**config.mk**
```make
export PLATFORM = sky130hd
export DESIGN_NAME = tpu_layer_seq_flat
export DESIGN_NICKNAME = d
export VERILOG_FILES = /design/src/rtl/tpu_layer_seq_if.sv /design/src/rtl/tpu_layer_seq.sv /design/src/flat_wrapper.sv
export SDC_FILE = /design/constraint.sdc
export NUM_CORES = 1
export LEC_CHECK = 0
export ABC_AREA = 1
export CORE_MARGIN = 4
export CORE_UTILIZATION = 53
export DETAILED_ROUTE_END_ITERATION = 12
export PLACE_DENSITY = 0.86
export SLEW_MARGIN = 25
export SYNTH_ARGS = -nofsm -noshare
export SYNTH_HDL_FRONTEND = slang
export SYNTH_SLANG_ARGS = --single-unit
```
**constraint.sdc**
```tcl
create_clock -name clk -period 3.8 [get_ports clk]
set_clock_uncertainty 0.2 [all_clocks]
set_input_delay 0.76 -clock clk [delete_from_list [all_inputs] [get_ports clk]]
set_output_delay 0.76 -clock clk [all_outputs]
set_load 0.05 [all_outputs]
```
**src/rtl/tpu_layer_seq_if.sv**
```systemverilog
// Control/DMA/core-facing signal bundle of the layer sequencer.
// The sequencer uses the slave view; the surrounding system (or a bench) uses master.
interface tpu_layer_seq_if #(
  parameter int MAX_LAYERS = 8,
  parameter int DONE_W     = 17,
  parameter int OFMAP_W    = 5,
  parameter int CH_W       = 6,
  parameter int NIN_W      = 9,
  parameter int NOUT_W     = 7
);
  localparam int LW  = $clog2(MAX_LAYERS);
  localparam int DSW = $clog2(DONE_W);
  localparam int E   = 2 + DSW + OFMAP_W + CH_W + NIN_W + NOUT_W;

  logic              cfg_we_i;
  logic [LW-1:0]     cfg_addr_i;
  logic [E-1:0]      cfg_data_i;
  logic [LW:0]       num_layers_i;
  logic              start_i;
  logic              abort_i;
  logic              start_dma_o;
  logic [LW-1:0]     nth_layer_o;
  logic              dma_done_i;
  logic [OFMAP_W-1:0] ofmap_size_o;
  logic [CH_W-1:0]   ifmap_ch_o;
  logic [NIN_W-1:0]  in_node_num_o;
  logic [NOUT_W-1:0] out_node_num_o;
  logic [DONE_W-1:0] done_i;
  logic [1:0]        start_core_o;
  logic              busy_o;
  logic              cnn_done_o;
  logic              err_o;

  modport master (
    output cfg_we_i, cfg_addr_i, cfg_data_i, num_layers_i, start_i, abort_i,
           dma_done_i, done_i,
    input  start_dma_o, nth_layer_o, ofmap_size_o, ifmap_ch_o, in_node_num_o,
           out_node_num_o, start_core_o, busy_o, cnn_done_o, err_o
  );

  modport slave (
    input  cfg_we_i, cfg_addr_i, cfg_data_i, num_layers_i, start_i, abort_i,
           dma_done_i, done_i,
    output start_dma_o, nth_layer_o, ofmap_size_o, ifmap_ch_o, in_node_num_o,
           out_node_num_o, start_core_o, busy_o, cnn_done_o, err_o
  );
endinterface

```
**src/rtl/tpu_layer_seq.sv**
```systemverilog
// Table-driven TPU layer sequencer: per layer, optional DMA load, then a conv/FC
// core run gated on a selectable done bit, with abort, watchdog and sticky error.
module tpu_layer_seq #(
  parameter int MAX_LAYERS = 8,
  parameter int DONE_W     = 17,
  parameter int OFMAP_W    = 5,
  parameter int CH_W       = 6,
  parameter int NIN_W      = 9,
  parameter int NOUT_W     = 7,
  parameter int TIMEOUT    = 1000000
) (
  input logic          clk,
  input logic          rst,
  tpu_layer_seq_if.slave bus
);
  localparam int LW  = $clog2(MAX_LAYERS);
  localparam int DSW = $clog2(DONE_W);
  localparam int WDW = $clog2(TIMEOUT);
  localparam logic [WDW-1:0] WD_LAST = WDW'(TIMEOUT - 1);
  localparam logic [LW:0]    MAX_CNT = (LW+1)'(MAX_LAYERS);

  typedef struct packed {
    logic               is_fc;
    logic               dma_en;
    logic [DSW-1:0]     done_sel;
    logic [OFMAP_W-1:0] ofmap;
    logic [CH_W-1:0]    ch;
    logic [NIN_W-1:0]   nin;
    logic [NOUT_W-1:0]  nout;
  } entry_t;

  typedef enum logic [2:0] {
    S_IDLE, S_LOAD, S_DMA_REQ, S_DMA_WAIT, S_CORE_REQ, S_CORE_WAIT, S_NEXT, S_FIN
  } state_t;

  state_t        state, next;
  entry_t        tbl [MAX_LAYERS];
  entry_t        cur;
  logic [LW-1:0] idx;
  logic [LW:0]   count;
  logic [WDW-1:0] wd;
  logic          start_ok, start_bad, timeout_fire, done_hit, last_layer, wd_expired;

  // NOTE: the layer table is plain storage loaded by software before a run, so it
  // has no reset; resetting it would turn a RAM into a large flop array.
  always_ff @(posedge clk) begin
    if (state == S_IDLE && bus.cfg_we_i && ({1'b0, bus.cfg_addr_i} < MAX_CNT))
      tbl[bus.cfg_addr_i] <= entry_t'(bus.cfg_data_i);
  end

  // Writes are blocked outside IDLE, so the entry under idx is stable for the whole layer.
  assign cur        = tbl[idx];
  assign last_layer = ({1'b0, idx} == count - 1'b1);
  assign wd_expired = (wd == WD_LAST);

  // A done_sel beyond the vector never matches, leaving the watchdog to end the wait.
  always_comb begin
    done_hit = 1'b0;
    if (int'(cur.done_sel) < DONE_W)
      done_hit = bus.done_i[cur.done_sel];
  end

  always_ff @(posedge clk or posedge rst) begin
    if (rst) state <= S_IDLE;
    else     state <= next;
  end

  // NOTE: every signal assigned in this block gets a default first, so no path
  // can leave one unassigned and infer a latch.
  always_comb begin
    next         = state;
    start_ok     = 1'b0;
    start_bad    = 1'b0;
    timeout_fire = 1'b0;
    unique case (state)
      S_IDLE: begin
        if (bus.start_i) begin
          if (bus.num_layers_i != '0 && bus.num_layers_i <= MAX_CNT) begin
            start_ok = 1'b1;
            next     = S_LOAD;
          end else begin
            start_bad = 1'b1;
          end
        end
      end
      S_LOAD:     next = cur.dma_en ? S_DMA_REQ : S_CORE_REQ;
      S_DMA_REQ:  next = S_DMA_WAIT;
      S_DMA_WAIT: begin
        if (bus.dma_done_i) next = S_CORE_REQ;
        else if (wd_expired) begin
          next         = S_IDLE;
          timeout_fire = 1'b1;
        end
      end
      S_CORE_REQ:  next = S_CORE_WAIT;
      S_CORE_WAIT: begin
        if (done_hit) next = S_NEXT;
        else if (wd_expired) begin
          next         = S_IDLE;
          timeout_fire = 1'b1;
        end
      end
      S_NEXT:  next = last_layer ? S_FIN : S_LOAD;
      S_FIN:   next = S_IDLE;
      default: next = S_IDLE;
    endcase
    // Abort overrides everything, including a completion arriving the same cycle.
    if (state != S_IDLE && bus.abort_i) begin
      next         = S_IDLE;
      timeout_fire = 1'b0;
    end
  end

  // Pulses are registered from the next state so they line up with the state they name.
  // NOTE: sequential state uses non-blocking assignments so every flop samples
  // pre-edge values regardless of statement order.
  always_ff @(posedge clk or posedge rst) begin
    if (rst) begin
      idx                <= '0;
      count              <= '0;
      wd                 <= '0;
      bus.start_dma_o    <= 1'b0;
      bus.start_core_o   <= 2'b00;
      bus.busy_o         <= 1'b0;
      bus.cnn_done_o     <= 1'b0;
      bus.err_o          <= 1'b0;
      bus.nth_layer_o    <= '0;
      bus.ofmap_size_o   <= '0;
      bus.ifmap_ch_o     <= '0;
      bus.in_node_num_o  <= '0;
      bus.out_node_num_o <= '0;
    end else begin
      bus.start_dma_o  <= (next == S_DMA_REQ);
      bus.start_core_o <= (next == S_CORE_REQ) ? (cur.is_fc ? 2'b10 : 2'b01) : 2'b00;
      bus.busy_o       <= (next != S_IDLE);
      bus.cnn_done_o   <= (next == S_FIN);

      if (start_ok) begin
        count     <= bus.num_layers_i;
        idx       <= '0;
        bus.err_o <= 1'b0;
      end
      if (start_bad || timeout_fire) bus.err_o <= 1'b1;
      if (state == S_NEXT && next == S_LOAD) idx <= idx + 1'b1;

      if (state == S_LOAD) begin
        bus.nth_layer_o    <= idx;
        bus.ofmap_size_o   <= cur.ofmap;
        bus.ifmap_ch_o     <= cur.ch;
        bus.in_node_num_o  <= cur.nin;
        bus.out_node_num_o <= cur.nout;
      end

      if ((next == S_DMA_WAIT || next == S_CORE_WAIT) && next != state) wd <= '0;
      else if (state == S_DMA_WAIT || state == S_CORE_WAIT)             wd <= wd + 1'b1;
    end
  end
endmodule
```
**src/flat_wrapper.sv**
```systemverilog
// flat-port wrapper written by rule: the top's interface ports become plain ports
module tpu_layer_seq_flat 
#(
  parameter int MAX_LAYERS = 8,
  parameter int DONE_W     = 17,
  parameter int OFMAP_W    = 5,
  parameter int CH_W       = 6,
  parameter int NIN_W      = 9,
  parameter int NOUT_W     = 7,
  parameter int TIMEOUT    = 1000000
)
  (clk, rst, bus_cfg_we_i, bus_cfg_addr_i, bus_cfg_data_i, bus_num_layers_i, bus_start_i, bus_abort_i, bus_dma_done_i, bus_done_i, bus_start_dma_o, bus_nth_layer_o, bus_ofmap_size_o, bus_ifmap_ch_o, bus_in_node_num_o, bus_out_node_num_o, bus_start_core_o, bus_busy_o, bus_cnn_done_o, bus_err_o);
  tpu_layer_seq_if #(.MAX_LAYERS(MAX_LAYERS), .DONE_W(DONE_W), .OFMAP_W(OFMAP_W), .CH_W(CH_W), .NIN_W(NIN_W), .NOUT_W(NOUT_W)) bus_i ();
  input logic clk;
  input logic rst;
  input wire logic [$bits(bus_i.cfg_we_i)-1:0] bus_cfg_we_i;
  input wire logic [$bits(bus_i.cfg_addr_i)-1:0] bus_cfg_addr_i;
  input wire logic [$bits(bus_i.cfg_data_i)-1:0] bus_cfg_data_i;
  input wire logic [$bits(bus_i.num_layers_i)-1:0] bus_num_layers_i;
  input wire logic [$bits(bus_i.start_i)-1:0] bus_start_i;
  input wire logic [$bits(bus_i.abort_i)-1:0] bus_abort_i;
  input wire logic [$bits(bus_i.dma_done_i)-1:0] bus_dma_done_i;
  input wire logic [$bits(bus_i.done_i)-1:0] bus_done_i;
  output wire logic [$bits(bus_i.start_dma_o)-1:0] bus_start_dma_o;
  output wire logic [$bits(bus_i.nth_layer_o)-1:0] bus_nth_layer_o;
  output wire logic [$bits(bus_i.ofmap_size_o)-1:0] bus_ofmap_size_o;
  output wire logic [$bits(bus_i.ifmap_ch_o)-1:0] bus_ifmap_ch_o;
  output wire logic [$bits(bus_i.in_node_num_o)-1:0] bus_in_node_num_o;
  output wire logic [$bits(bus_i.out_node_num_o)-1:0] bus_out_node_num_o;
  output wire logic [$bits(bus_i.start_core_o)-1:0] bus_start_core_o;
  output wire logic [$bits(bus_i.busy_o)-1:0] bus_busy_o;
  output wire logic [$bits(bus_i.cnn_done_o)-1:0] bus_cnn_done_o;
  output wire logic [$bits(bus_i.err_o)-1:0] bus_err_o;
  assign bus_i.cfg_we_i = bus_cfg_we_i;
  assign bus_i.cfg_addr_i = bus_cfg_addr_i;
  assign bus_i.cfg_data_i = bus_cfg_data_i;
  assign bus_i.num_layers_i = bus_num_layers_i;
  assign bus_i.start_i = bus_start_i;
  assign bus_i.abort_i = bus_abort_i;
  assign bus_i.dma_done_i = bus_dma_done_i;
  assign bus_i.done_i = bus_done_i;
  assign bus_start_dma_o = bus_i.start_dma_o;
  assign bus_nth_layer_o = bus_i.nth_layer_o;
  assign bus_ofmap_size_o = bus_i.ofmap_size_o;
  assign bus_ifmap_ch_o = bus_i.ifmap_ch_o;
  assign bus_in_node_num_o = bus_i.in_node_num_o;
  assign bus_out_node_num_o = bus_i.out_node_num_o;
  assign bus_start_core_o = bus_i.start_core_o;
  assign bus_busy_o = bus_i.busy_o;
  assign bus_cnn_done_o = bus_i.cnn_done_o;
  assign bus_err_o = bus_i.err_o;
  tpu_layer_seq #(.MAX_LAYERS(MAX_LAYERS), .DONE_W(DONE_W), .OFMAP_W(OFMAP_W), .CH_W(CH_W), .NIN_W(NIN_W), .NOUT_W(NOUT_W), .TIMEOUT(TIMEOUT)) u_core (.clk(clk), .rst(rst), .bus(bus_i));
endmodule
```
==> summary.md, run 1 <==
| Metric | Value |
|---|---|
| Clock power frac | roughly 29% |
| Post-CTS Resized | 0 |
| Initial antenna violation count | 1 |
| Tmin final | about 3.4 ns |
| Hold Path Stages | 2 |
| I/O Pins | 100 |
| Synth Area in Simple Gates | ~15% |
| CP cell instances | buf_4, o21ai_0, o22ai_1, inv_1, o21ai_1, inv_2, or2_1, nand3_1, nand2_1, nand2_1, nand2_1, nand2_2, nor2_2, nor2_1, nand2_1, nand2_1 |
| Startpoint types | flip-flop |
| Iter 0 DRT Violations | between 1,000 and 1,500 |
| #FFs+latches synth | between 300 and 400 |
| Core Rows | 59 |
| Worst-path clk slew | around 0.060 ns |
| Reg-to-reg slack, setup | approximately 0.43 ns |
| Buffers on Ports | 99 |
| Setup Crit Path Kind | flip-flop to flip-flop |
| Seq/Total Area, Yosys | 70.3% |
| Hold_buf cts | 0 |
| Sw Share | between 30% and 40% |
| Final Core Density | 63.2% |
| Setup-failing EPs final | 0 |
| Post-route clock period utilization | ~89% |
| DRC violations left | 0 |
| Min-delay src | u_core.bus.ofmap_size_o[1]$_DFFE_PP0P_ |
| RSZ-0062 raised after global routing | false |
| Mapped Area | 14,000 sq um |
| Worst r2r dst | u_core.idx[2]$_DFFE_PP0P_ |
| Detailed Place HPWL | ~18,000 microns |
| GRT overflow | 0 |
| Area delta synth->final | 17.5% |
| Drt total wl | about 32,000 microns |
| RePlAce Congestion | 0.907 |
| Core Area | roughly 26,000 sq um |
| Post-CTS Setup Bufs | 0 |
| Total GRT Usage | roughly 22% |
| VDD IR-drop max | ~730 uV |
| Die Area | roughly 29,000 sq um |
| Clk root buf | clkbuf_16 |
| Sequential fraction of design power | a little over two fifths |
| Worst hold margin | roughly 0.3 ns |
| Drt first pass iters | 7 |
| CTS tree | yes |
| Hold Path Class | flip-flop to flip-flop |
| Die width | 170 microns |
| Final Max Slew Viols | 0 |
| Gate Count Post-Synth | 1,187 |
| Num CTS Buffers | 31 |
| FFs w/ async S/R, synth | approximately a fifth |
| Post-synthesis compound-gate area fraction | a little under a tenth |
| Slowest stage cell, crit path | dfrtp_2 |
| Primary FF master, synth | edfxtp_1 |
| Post-synth net total | approximately 1,300 |
| Power Dens Cells | between 600 and 700 nW/um^2 |
| Fillers | approximately 1,900 |
| Arr. time, crit path | approximately 3.7 ns |
| Run status | completed |
| Max Cap Violations | 0 |
| Multiplexer area fraction after synthesis | less than 1% |
| Hold violation total from the final report | 0 |
| Switching pwr | between 3 and 4 mW |
| CP startpoint | u_core.idx[1]$_DFFE_PP0P_ |
| First-pass GRT wire length | slightly above 50,000 microns |
| Lkg Pwr | 6.05 nW |
| Synth Area per Inst | between 10 and 15 sq um |
| Critical path's most frequent cell | nand2_1 |
| Worst skew pair latency | 0.57 ns |
| Unique cell type count in the Yosys netlist | 38 |
| Initial Utilization | a little over half |
| CTS sink cnt | around 340 |
| Vias in the first global route | roughly 9,500 |
| Number of synthesized flops with an enable pin | between 200 and 300 |
| Die Height | around 170 microns |
| Crit path capture type | flip-flop |
| Largest family of logic cells by synthesized area | simple AND/OR/NAND/NOR gates |
| Rel. slew slack | a little over two fifths |
| Routed WL per cell | ~20 microns |
| Synth Area in XOR/XNOR | under 10% |
| Htree depth | 1 |
| NumNets Final | 1,350 |
| Largest net degree at the start of global routing | 77 |
| Worst flop-to-flop path startpoint | u_core.idx[1]$_DFFE_PP0P_ |
| Yosys warns | 0 |
| Cells on worst reg2reg path | 16 |
| Vias | 9,559 |
| Crit-path max FO | 50 |
| Logic pwr share | around 29% |
| Maximum clock rate | 297 MHz |
| Worst-margin pin slew | between 0.8 and 0.9 ns |
| Worst-case clock buffer depth | 3 |
| Vias per std cell | between 5 and 6 |
| Post-Synth Adder-Cell Area | less than 1% |
| Crit-path max cell delay | ~0.72 ns |
| Share of layout cells above drive strength 1 | between 10% and 20% |
| Hold path endpoint | u_core.bus.ofmap_size_o[1]$_DFFE_PP0P_ |
| Pint | approximately 7.3 mW |
| CP required | ~4 ns |
| Antenna viol nets, final | 0 |
## layout by cell type (no fill, tap or decap), types with 6 or more instances in the layout
cell and n:
edfxtp_1 272, nand2_1 195, nor2_1 150, o21ai_0 135, clkdlybuf4s50_1 99, nand3_1 64
dfrtp_1 64, o22ai_1 62, inv_1 56, clkbuf_16 31, a21oi_2 20, buf_4 20
xor2_1 15, nand2_2 10, clkinv_2 9, o21ai_1 8, nor3_1 8, xnor2_1 7
nor2_2 6, nand3_2 6, nand4_1 6, clkbuf_1 6
## synthesized netlist by cell type, types with 6 or more instances
cell type	count	area, sq um
nand3_2	6	60.1
inv_1	57	214
o21ai_0	135	676
nand4_1	6	37.5
xor2_1	15	131
nor3_1	12	60.1
nand3_1	64	320
nand2_1	195	732
dfrtp_1	66	1650
edfxtp_1	272	8170
nor2_1	156	586
o21ai_1	8	40.0
xnor2_1	7	61.3
nand2_2	10	62.6
o22ai_1	62	388
clkbuf_1	40	150
buf_6	9	101
a21oi_2	20	175
## power groups by stage
stage / clock network (mW) / logic (mW) / registers [mW]
global placement: 0 / 3.12 / 4.80
detailed placement: 0 / 3.21 / 4.81
floorplan: 0 / 1.77 / 5.30
finish: 3.21 / 3.25 / 4.74
CTS: 3.24 / 3.25 / 4.74
global route: 3.40 / 3.55 / 4.79
## sequential cells by signal, summed over array words and instances, names as in the netlist
name                       count
u_core.bus.start_core_o        2
u_core.bus.ofmap_size_o        5
u_core.bus.ifmap_ch_o          6
u_core.tbl                   272
u_core.bus.out_node_num_o      7
u_core.bus.err_o               1
u_core.count                   4
u_core.idx                     3
u_core.state                   3
u_core.bus.start_dma_o         1
u_core.bus.busy_o              1
u_core.bus.nth_layer_o         3
u_core.wd                     20
u_core.bus.cnn_done_o          1
u_core.bus.in_node_num_o       9
## layer usage
layer | vias up | part of all wire (%) | track usage [%] | wire length [microns]
met3 | 72 | 9.2 | 3.44 | 2970
li1 | 4369 | - | - | -
met4 | 0 | 2.2 | 6.84 | 719
met1 | 4573 | 39 | 30.2 | 12700
met2 | 545 | 49 | 36.8 | 15900
met5 | - | 0 | 0 | 0
## logic make-up (layout without fill, tap and decap cells)
kind of cell	count (synthesis)	after routing
AO/OA/AOI/OAI	233	233
XOR/XNOR	22	22
flip-flops	338	338
other	0	1
adder cells (fa/ha/maj)	3	3
multiplexers	1	1
buffers and inverters	122	243
AND/OR/NAND/NOR	468	468
## area by class of cell
| class | count | area [sq um] | share of cell area, % |
|---|---|---|---|
| Antenna cell | 1 | 2.50 | 0.0152 |
| Sequential cell | 338 | 9820 | 59.8 |
| Inverter | 62 | 234 | 1.42 |
| Clock inverter | 20 | 241 | 1.47 |
| Clock buffer | 38 | 812 | 4.94 |
| Tap cell | 335 | 419 | 2.55 |
| Multi-Input combinational cell | 727 | 3670 | 22.3 |
| Timing Repair Buffer | 123 | 1220 | 7.43 |
## worst max-delay path: cells and delay by family (launching register included)
family	cells	cell delay, ns
AO/OA/AOI/OAI	3	0.63
buffers and inverters	3	0.72
flip-flops	1	0.72
AND/OR/NAND/NOR	10	1.04
## stage by stage
| step | power [mW] | cell area, sq um | setup slack, ns | cells | TNS (ns) |
|---|---|---|---|---|---|
| final | 11.2 | 16400 | 0.429 | 1644 | 0 |
| after global placement | 7.92 | 15400 | 0.622 | 1585 | 0 |
| after CTS | 11.2 | 16400 | 0.451 | 1643 | 0 |
| after global routing | 11.7 | 16400 | 0.112 | 1644 | 0 |
| after detailed placement | 8.03 | 15400 | 0.503 | 1585 | 0 |
| after floorplan | 7.06 | 14000 | -0.216 | 1187 | -29.37 |
## how the worst max path moves through the flow
stage / slack [ns] / end / depth (start not counted)
floorplan: -0.22 / u_core.tbl[0][0]$_DFFE_PP_ / 4
global placement: 0.62 / u_core.wd[11]$_DFFE_PP0P_ / 15
detailed placement: 0.50 / u_core.idx[2]$_DFFE_PP0P_ / 16
CTS: 0.45 / u_core.idx[2]$_DFFE_PP0P_ / 16
global route: 0.11 / u_core.wd[11]$_DFFE_PP0P_ / 22
finish: 0.43 / u_core.idx[2]$_DFFE_PP0P_ / 16
(Power assumes the default switching activity.)
==> inputs of run 2 (changes only) <==
- SKIP_LAST_GASP: not set -> 1
- SLEW_MARGIN: 25 -> 5
==> results of run 2 <==
Same layout as run 1: the final DEF is identical, and so are final timing and power.
